File: config.mk
export PLATFORM = sky130hd
export DESIGN_NAME = fft_frame_loader
export DESIGN_NICKNAME = d
export VERILOG_FILES = /design/src/rtl/fft_frame_loader.sv
export SDC_FILE = /design/constraint.sdc
export NUM_CORES = 1
export LEC_CHECK = 0
export CORE_AREA = 2 2 76 78
export DETAILED_ROUTE_END_ITERATION = 10
export DIE_AREA = 0 0 78 80
export PLACE_DENSITY = 0.83
export SETUP_SLACK_MARGIN = 0.15
export SYNTH_ARGS = -nofsm -noshare
export SYNTH_HDL_FRONTEND = slang
export SYNTH_SLANG_ARGS = --single-unit
File: constraint.sdc
create_clock -name clk_50mhz_clk -period 2.2 [get_ports clk_50mhz_clk]
set_input_delay 0.33 -clock clk_50mhz_clk [delete_from_list [all_inputs] [get_ports clk_50mhz_clk]]
set_output_delay 0.33 -clock clk_50mhz_clk [all_outputs]
set_load 0.01 [all_outputs]
File: src/rtl/fft_frame_loader.sv
// Sample loader for the FFT ping-pong RAM: packs each accepted sample into a complex word,
// writes it into the free bank and hands finished banks to the FFT engine via ready/release.
`timescale 1ns/1ps

module fft_frame_loader #(
  parameter int ADDR_W     = 11,
  parameter int FRAME_LOG2 = 10
) (
  input  logic              clk_50mhz_clk,
  input  logic              reset_reset_n,
  input  logic              enable,
  input  logic              sample_strobe,
  input  logic [15:0]       sample_data,
  output logic [ADDR_W-1:0] mem_address,
  output logic              mem_chipselect,
  output logic              mem_clken,
  output logic              mem_write,
  output logic [31:0]       mem_writedata,
  output logic [3:0]        mem_byteenable,
  output logic              frame_ready,
  output logic              frame_bank,
  input  logic              frame_release,
  output logic [7:0]        drop_count
);

  typedef enum logic [1:0] {IDLE, FILL, WAIT_BANK} state_e;

  state_e                  state_q, state_d;
  logic                    wr_bank_q, wr_bank_d;
  logic [FRAME_LOG2-1:0]   idx_q, idx_d;
  logic [1:0]              full_q, full_d;
  logic                    rd_bank_q, rd_bank_d;
  logic                    commit_q, commit_d;
  logic                    commit_bank_q, commit_bank_d;
  logic [7:0]              drop_q, drop_d;
  logic                    wr_q, wr_d;
  logic [ADDR_W-1:0]       addr_q, addr_d;
  logic [15:0]             data_q, data_d;

  logic release_ok;
  logic cur_free;
  logic nxt_free;

  // A bank counts as free if it is empty now or is being released in this very cycle.
  assign release_ok = frame_release && full_q[rd_bank_q];
  assign cur_free   = !full_q[wr_bank_q]  || (release_ok && (rd_bank_q == wr_bank_q));
  assign nxt_free   = !full_q[!wr_bank_q] || (release_ok && (rd_bank_q == !wr_bank_q));

  always_ff @(posedge clk_50mhz_clk or negedge reset_reset_n) begin
    if (!reset_reset_n) begin
      state_q       <= IDLE;
      wr_bank_q     <= 1'b0;
      idx_q         <= '0;
      full_q        <= 2'b00;
      rd_bank_q     <= 1'b0;
      commit_q      <= 1'b0;
      commit_bank_q <= 1'b0;
      drop_q        <= 8'd0;
      wr_q          <= 1'b0;
      addr_q        <= '0;
      data_q        <= 16'd0;
    end else begin
      state_q       <= state_d;
      wr_bank_q     <= wr_bank_d;
      idx_q         <= idx_d;
      full_q        <= full_d;
      rd_bank_q     <= rd_bank_d;
      commit_q      <= commit_d;
      commit_bank_q <= commit_bank_d;
      drop_q        <= drop_d;
      wr_q          <= wr_d;
      addr_q        <= addr_d;
      data_q        <= data_d;
    end
  end

  always_comb begin
    state_d       = state_q;
    wr_bank_d     = wr_bank_q;
    idx_d         = idx_q;
    full_d        = full_q;
    rd_bank_d     = rd_bank_q;
    commit_d      = 1'b0;
    commit_bank_d = commit_bank_q;
    drop_d        = drop_q;
    wr_d          = 1'b0;
    addr_d        = addr_q;
    data_d        = data_q;

    // Commit lands one cycle after the final write so the RAM holds the word before ready rises.
    if (commit_q) full_d[commit_bank_q] = 1'b1;
    if (release_ok) begin
      full_d[rd_bank_q] = 1'b0;
      rd_bank_d         = !rd_bank_q;
    end

    case (state_q)
      IDLE: begin
        if (enable) begin
          idx_d   = '0;
          state_d = cur_free ? FILL : WAIT_BANK;
        end
      end
      FILL: begin
        if (sample_strobe) begin
          wr_d                  = 1'b1;
          addr_d                = '0;
          addr_d[FRAME_LOG2:0]  = {wr_bank_q, idx_q};
          data_d                = sample_data;
          if (idx_q == {FRAME_LOG2{1'b1}}) begin
            commit_d      = 1'b1;
            commit_bank_d = wr_bank_q;
            wr_bank_d     = !wr_bank_q;
            idx_d         = '0;
            state_d       = nxt_free ? FILL : WAIT_BANK;
          end else begin
            idx_d = idx_q + FRAME_LOG2'(1);
          end
        end
        if (!enable) begin
          state_d = IDLE;
          idx_d   = '0;
        end
      end
      WAIT_BANK: begin
        if (sample_strobe && (drop_q != 8'hFF)) drop_d = drop_q + 8'd1;
        if (cur_free) begin
          state_d = FILL;
          idx_d   = '0;
        end
        if (!enable) begin
          state_d = IDLE;
          idx_d   = '0;
        end
      end
      default: state_d = IDLE;
    endcase
  end

  assign mem_address    = addr_q;
  assign mem_chipselect = wr_q;
  assign mem_clken      = wr_q;
  assign mem_write      = wr_q;
  assign mem_writedata  = {data_q, 16'h0000};
  assign mem_byteenable = {4{wr_q}};
  assign frame_ready    = full_q[rd_bank_q];
  assign frame_bank     = rd_bank_q;
  assign drop_count     = drop_q;

endmodule

# Word-level counts from Yosys, hierarchy flattened
# Index checks and enable logic that the tools add are counted.
dict set report totals {
  register_bits 54
  inputBits 21
  elab_cells 84
  output_inout_bits 60
}
dict set report classes {
  order_cmp 6
  n_eq_ne 10
  n_reduce_logical 19
  bitwise 3
  n_mux 33
  add_sub_neg 2
}
# op count
set ops {}
lappend ops {{2-to-1 mux 10 bit} 6}
lappend ops {{one-hot mux 10 bit (3 select lines)} 1}
lappend ops {{2-to-1 mux 2 bit} 10}
lappend ops {{2-to-1 mux 1 bit} 13}
lappend ops {{adder 10 x 1 -> 10 bit, second input constant} 1}
lappend ops {{equality test 10 bit, second input constant} 1}
lappend ops {{!= test 3 bit, second input constant} 3}
lappend ops {{adder 8 x 1 -> 8 bit, second input constant} 1}
lappend ops {{< comparator 1 x 2 -> 1 bit, second input constant} 4}
lappend ops {{!= test 8 bit, second input constant} 1}
lappend ops {{AND reduction 4 bit} 2}
lappend ops {{logical AND 1 bit} 6}
lappend ops {{one-hot mux 2 bit (3 select lines)} 1}
lappend ops {{zero test 1 bit} 4}
lappend ops {{AND reduction 2 bit} 2}
lappend ops {{AND reduction 3 bit} 1}
lappend ops {{nonzero test 3 bit} 1}
lappend ops {{AND 2 bit} 1}
lappend ops {{demux 1 bit (select 1 bit)} 2}
lappend ops {{equality test 1 bit} 2}
lappend ops {{equality test 2 x 1 -> 1 bit, second input constant} 1}
lappend ops {{equality test 2 bit, second input constant} 1}
lappend ops {{>= comparator 1 bit, second input constant} 2}
lappend ops {{zero test 2 bit} 1}
lappend ops {{other kinds (4)} 5}

# Logic depth before layout (Yosys ltp)
dict set report depth {
  ltp_word 10
  mapped_depth 7
  depth_no_buf 5
}

# Least setup slack after synthesis
# Ideal clock, no wire load.
dict set report synth_timing {
  path_type {reg-to-reg}
  from {reg drop_q[0], in the netlist drop_count[0]}
  to {reg drop_q[1], in the netlist drop_count[1]}
  setup_ns 0.125
  t_required_ns 2.075
  arrival_ns 1.443
  path_buffers 0
  setup_slack_ns 0.632
  path_stages_with_launch 5
  period_less_slack_ns 1.568
  path_cell_list {dfrtp_1 -> ha_1 -> and3_1 -> a31oi_4 -> mux2_2}
}
dict set report synth_via {
  elab_chain_cells 3
  word_cells_on_any_way 4
  cone_classes {1 x add/sub; 1 x eq/ne; 2 x reduce/logical}
}
# item line_no
set synth_lines {}
lappend synth_lines {{from (decl)} 35} ;# logic [7:0] drop_q, drop_d;
lappend synth_lines {{from (signal assigned)} 70} ;# drop_q <= drop_d;
lappend synth_lines {{parallel branches: the longest is 3 deep, another holds adder 8 x 1 -> 8 bit} --}
# Several ways; the timed one is not identified.
# A chain may end at the register's enable or synchronous reset.

# Worst setup path in the final report
dict set report layout_timing {
  from {reg rd_bank_q, in the netlist frame_bank}
  to {out frame_ready}
}
dict set report layout_via {
  elab_chain_cells 2
}
# item line_no
set layout_lines {}
lappend layout_lines {{from (decl)} 32} ;# logic rd_bank_q, rd_bank_d;
lappend layout_lines {{from (signal assigned)} 67} ;# rd_bank_q <= rd_bank_d;
lappend layout_lines {{2-to-1 mux 1 bit (implied by the code) (2 in series)} 146} ;# assign frame_ready = full_q[rd_bank_q];
lappend layout_lines {{to (decl)} 20} ;# output logic frame_ready,
# Every way passes these cells. The select of a mux whose other input is x is not followed.

==> metrics <==
Initial Utilization 48.9%; core area 5410 um^2; Psw 0.00104 W; Critical Path Start Type flop; DP Cell Count 393; CP Class reg -> out; cells after synthesis 267; outcome complete, no violations; crit path cell chain mux2_2 -> clkdlybuf4s50_1; slowest CP cell clkdlybuf4s50_1; IO buf count 64; RePlAce Congestion 0.896; setup violators final 0; minimum clock period 1900 ps; crit-path max cell delay 480 ps; Netlist Area Pre-Place 2640 um^2; Power Density 942 nW/um^2; die area 6240 um^2; sequential power share 43.1%; sequential cell area 1350 um^2; Power Total 0.00317 W; internal power 0.00213 W; Synth async-reset ratio 100%; DR vias/cell 5.10; CTS tree yes; total number of vias 2049; largest net degree at the start of global routing 23; clock root buffer clkbuf_8; Hold Slack 478 ps; Synth Area in Adders 0.947%; worst rel slew slack 66.3%; layout cells sized above 1 9.39%; Primary FF master, synth dfrtp_1; clock-pin slew on the worst setup and hold paths 100 ps; DR DRC count 0; Clock Sink Count 54; Filler cells 477; Final Max Slew Viols 0; crit path capture type primary output; 1st-iter DRT viols 228; Tcrit/Tclk final 86.5%; Final Hold Fails 0; post-route insts no fill 402; post-synthesis compound-gate area fraction 13.4%; Worst Tran Pin Value 505 ps; Distinct cells, synth 47; Leakage Power 1.52 nW; GR Util All Layers 18.7%; register area share after synthesis 51.2%; clk buf depth 2; worst setup path end frame_ready; Top Ports 81; initial antenna violation count 0; die width 78 um; Syn Area/Cell 9.89 um^2; drt wl/cell 13.3 um; Reg2Reg Depth 5; synthesis-to-finish area growth 27.4%; Worst R2R Start idx_q[1]; CTS resizes 0; launch point of the worst path frame_bank; Crit Path Max Fanout 6; mux contribution to synthesized area 2.94%; hold-critical path depth 2; worst vdd ir 622 uV; power share of the combinational group 36.2%; post-detail-place hpwl 3900 um; RSZ-0062 raised after global routing false; clock group share of total power 20.8%; switching part of the total 32.8%; Max Clk Rate 0.525 GHz; FP Rows 27; DRT Pass-1 Iters 5; worst path required time 1870 ps; ANT cells 0; vias in the first global route 1988; first-pass GRT wire length 9270 um; Final ANT Viol Nets 0; TritonCTS Buffers 5; Nets 352; WL final 5350 um; R2R Setup Slk 380 ps; Post-Synth XOR/XNOR Area 2.65%; Hold Path Class reg -> reg; clk_lat worst skew 310 ps; largest family of logic cells by synthesized area simple AND/OR/NAND/NOR gates; MaxCap Viol Count 0; r2r endpoint idx_q[5]; Synth Area in Simple Gates 19.1%; setup TNS 0 ps; Syn. warnings 0; Synth Register Bits 54; GRT overflow 0; clk_skew 9.58 ps; EDFF count, synth 0; worst endpoint data arrival time 1570 ps; DIE HEIGHT 80 um; multi-input logic area 1090 um^2; H-tree Lvls 2
## flip-flops by register name (all words and copies together) (netlist names)
| name | flops |
|---|---|
| mem_chipselect | 1 |
| mem_address | 11 |
| frame_bank | 1 |
| commit_q | 1 |
| commit_bank_q | 1 |
| full_q | 2 |
| state_q | 2 |
| idx_q | 10 |
| drop_count | 8 |
| data_q | 16 |
| wr_bank_q | 1 |
## critical path, delay by kind of cell, from the launching register on
| family | cells | cell delay (ps) |
|---|---|---|
| buffers and inverters | 1 | 480 |
| flip-flops | 1 | 440 |
| multiplexers | 1 | 350 |
## cell usage after synthesis (3+ instances only)
cell | n | area [um^2]
a211oi_1 | 5 | 37.5
a21oi_1 | 7 | 35.0
a31oi_1 | 9 | 56.3
and3_1 | 4 | 25.0
buf_4 | 22 | 165
clkbuf_1 | 3 | 11.3
dfrtp_1 | 54 | 1350
inv_1 | 11 | 41.3
mux2_2 | 6 | 67.6
nand2_1 | 64 | 240
nand2b_1 | 3 | 18.8
nand3_1 | 4 | 20.0
nand3b_1 | 4 | 30.0
nand4_1 | 7 | 43.8
nor2_1 | 4 | 15.0
o21ai_0 | 11 | 55.1
o21ai_1 | 3 | 15.0
o2bb2ai_1 | 3 | 26.3
xnor2_1 | 7 | 61.3
## metal layers
| metal | vias to the layer above | share of wire (%) | global-route usage [%] |
|---|---|---|---|
| met5 | - | 0 | 0 |
| met3 | 7 | 5.6 | 3.51 |
| met2 | 85 | 49 | 31.2 |
| met1 | 950 | 45 | 25.0 |
| li1 | 1007 | - | - |
| met4 | 0 | 1.1 | 5.44 |
## cells in the final DEF (no fill, tap or decap), drive strengths merged, types with 2 or more instances in the layout
master / count
ha: 2
nor2: 6
nand3: 5
nand3b: 4
conb: 16
o221ai: 2
mux2: 6
dfrtp: 54
buf: 5
nand2: 64
clkbuf: 6
clkdlybuf4s50: 63
and3: 6
a41oi: 2
a211oi: 5
o21ai: 14
a31oi: 10
a21oi: 8
inv: 12
nand2b: 3
nor3: 2
xnor2: 7
nand4: 7
or3: 2
o2bb2ai: 3
## what timing repair did
item,CTS,global route
setup endpoints to repair,0,0
buffers inserted,0,0
hold buffers,1,0
endpoints found under the hold margin,19,0
## cells by family after synthesis
kind of cell	after synthesis
and+or+nand+nor	104
buffers and inverters	41
other	1
adders and majority gates	2
xor gates and xnor gates	8
AOI/OAI and AO/OA	50
muxes	7
DFF	54
## per-stage QoR
step | setup slack, ps | util [%] | instance area [um^2]
global route | 215 | 62.2 | 3360
detailed placement | 269 | 60.0 | 3240
global placement | 347 | 60.0 | 3240
floorplan | 632 | - | 2700
CTS | 277 | 62.2 | 3360
finish | 296 | 62.2 | 3360
## area by class of cell
type,instances,share of cell area [%]
Clock buffer,6,2.16
Clock inverter,2,1.12
Inverter,12,1.34
Multi-Input combinational cell,187,32.5
Sequential cell,54,40.2
Tap cell,72,2.68
Timing Repair Buffer,69,20.1
## worst min path at each step
stage                        from        endpoint
detailed placement  reset_reset_n  mem_address[8]
floorplan           reset_reset_n   commit_bank_q
global route           data_q[10]      data_q[10]
CTS                     data_q[6]       data_q[6]
global placement    reset_reset_n  mem_address[8]
finish                  data_q[6]       data_q[6]
## power groups by stage
| stage | Sequential, W | Combinational, W | Clock, W |
|---|---|---|---|
| 3_3_place_gp | 0.00137 | 0.00114 | 0 |
| 3_5_place_dp | 0.00138 | 0.00116 | 0 |
| 2_1_floorplan | 0.00144 | 0.000560 | 0 |
| 5_1_grt | 0.00140 | 0.00129 | 0.000718 |
| 4_1_cts | 0.00137 | 0.00116 | 0.000673 |
| 6_report | 0.00136 | 0.00115 | 0.000658 |
(Power assumes the default switching activity.)
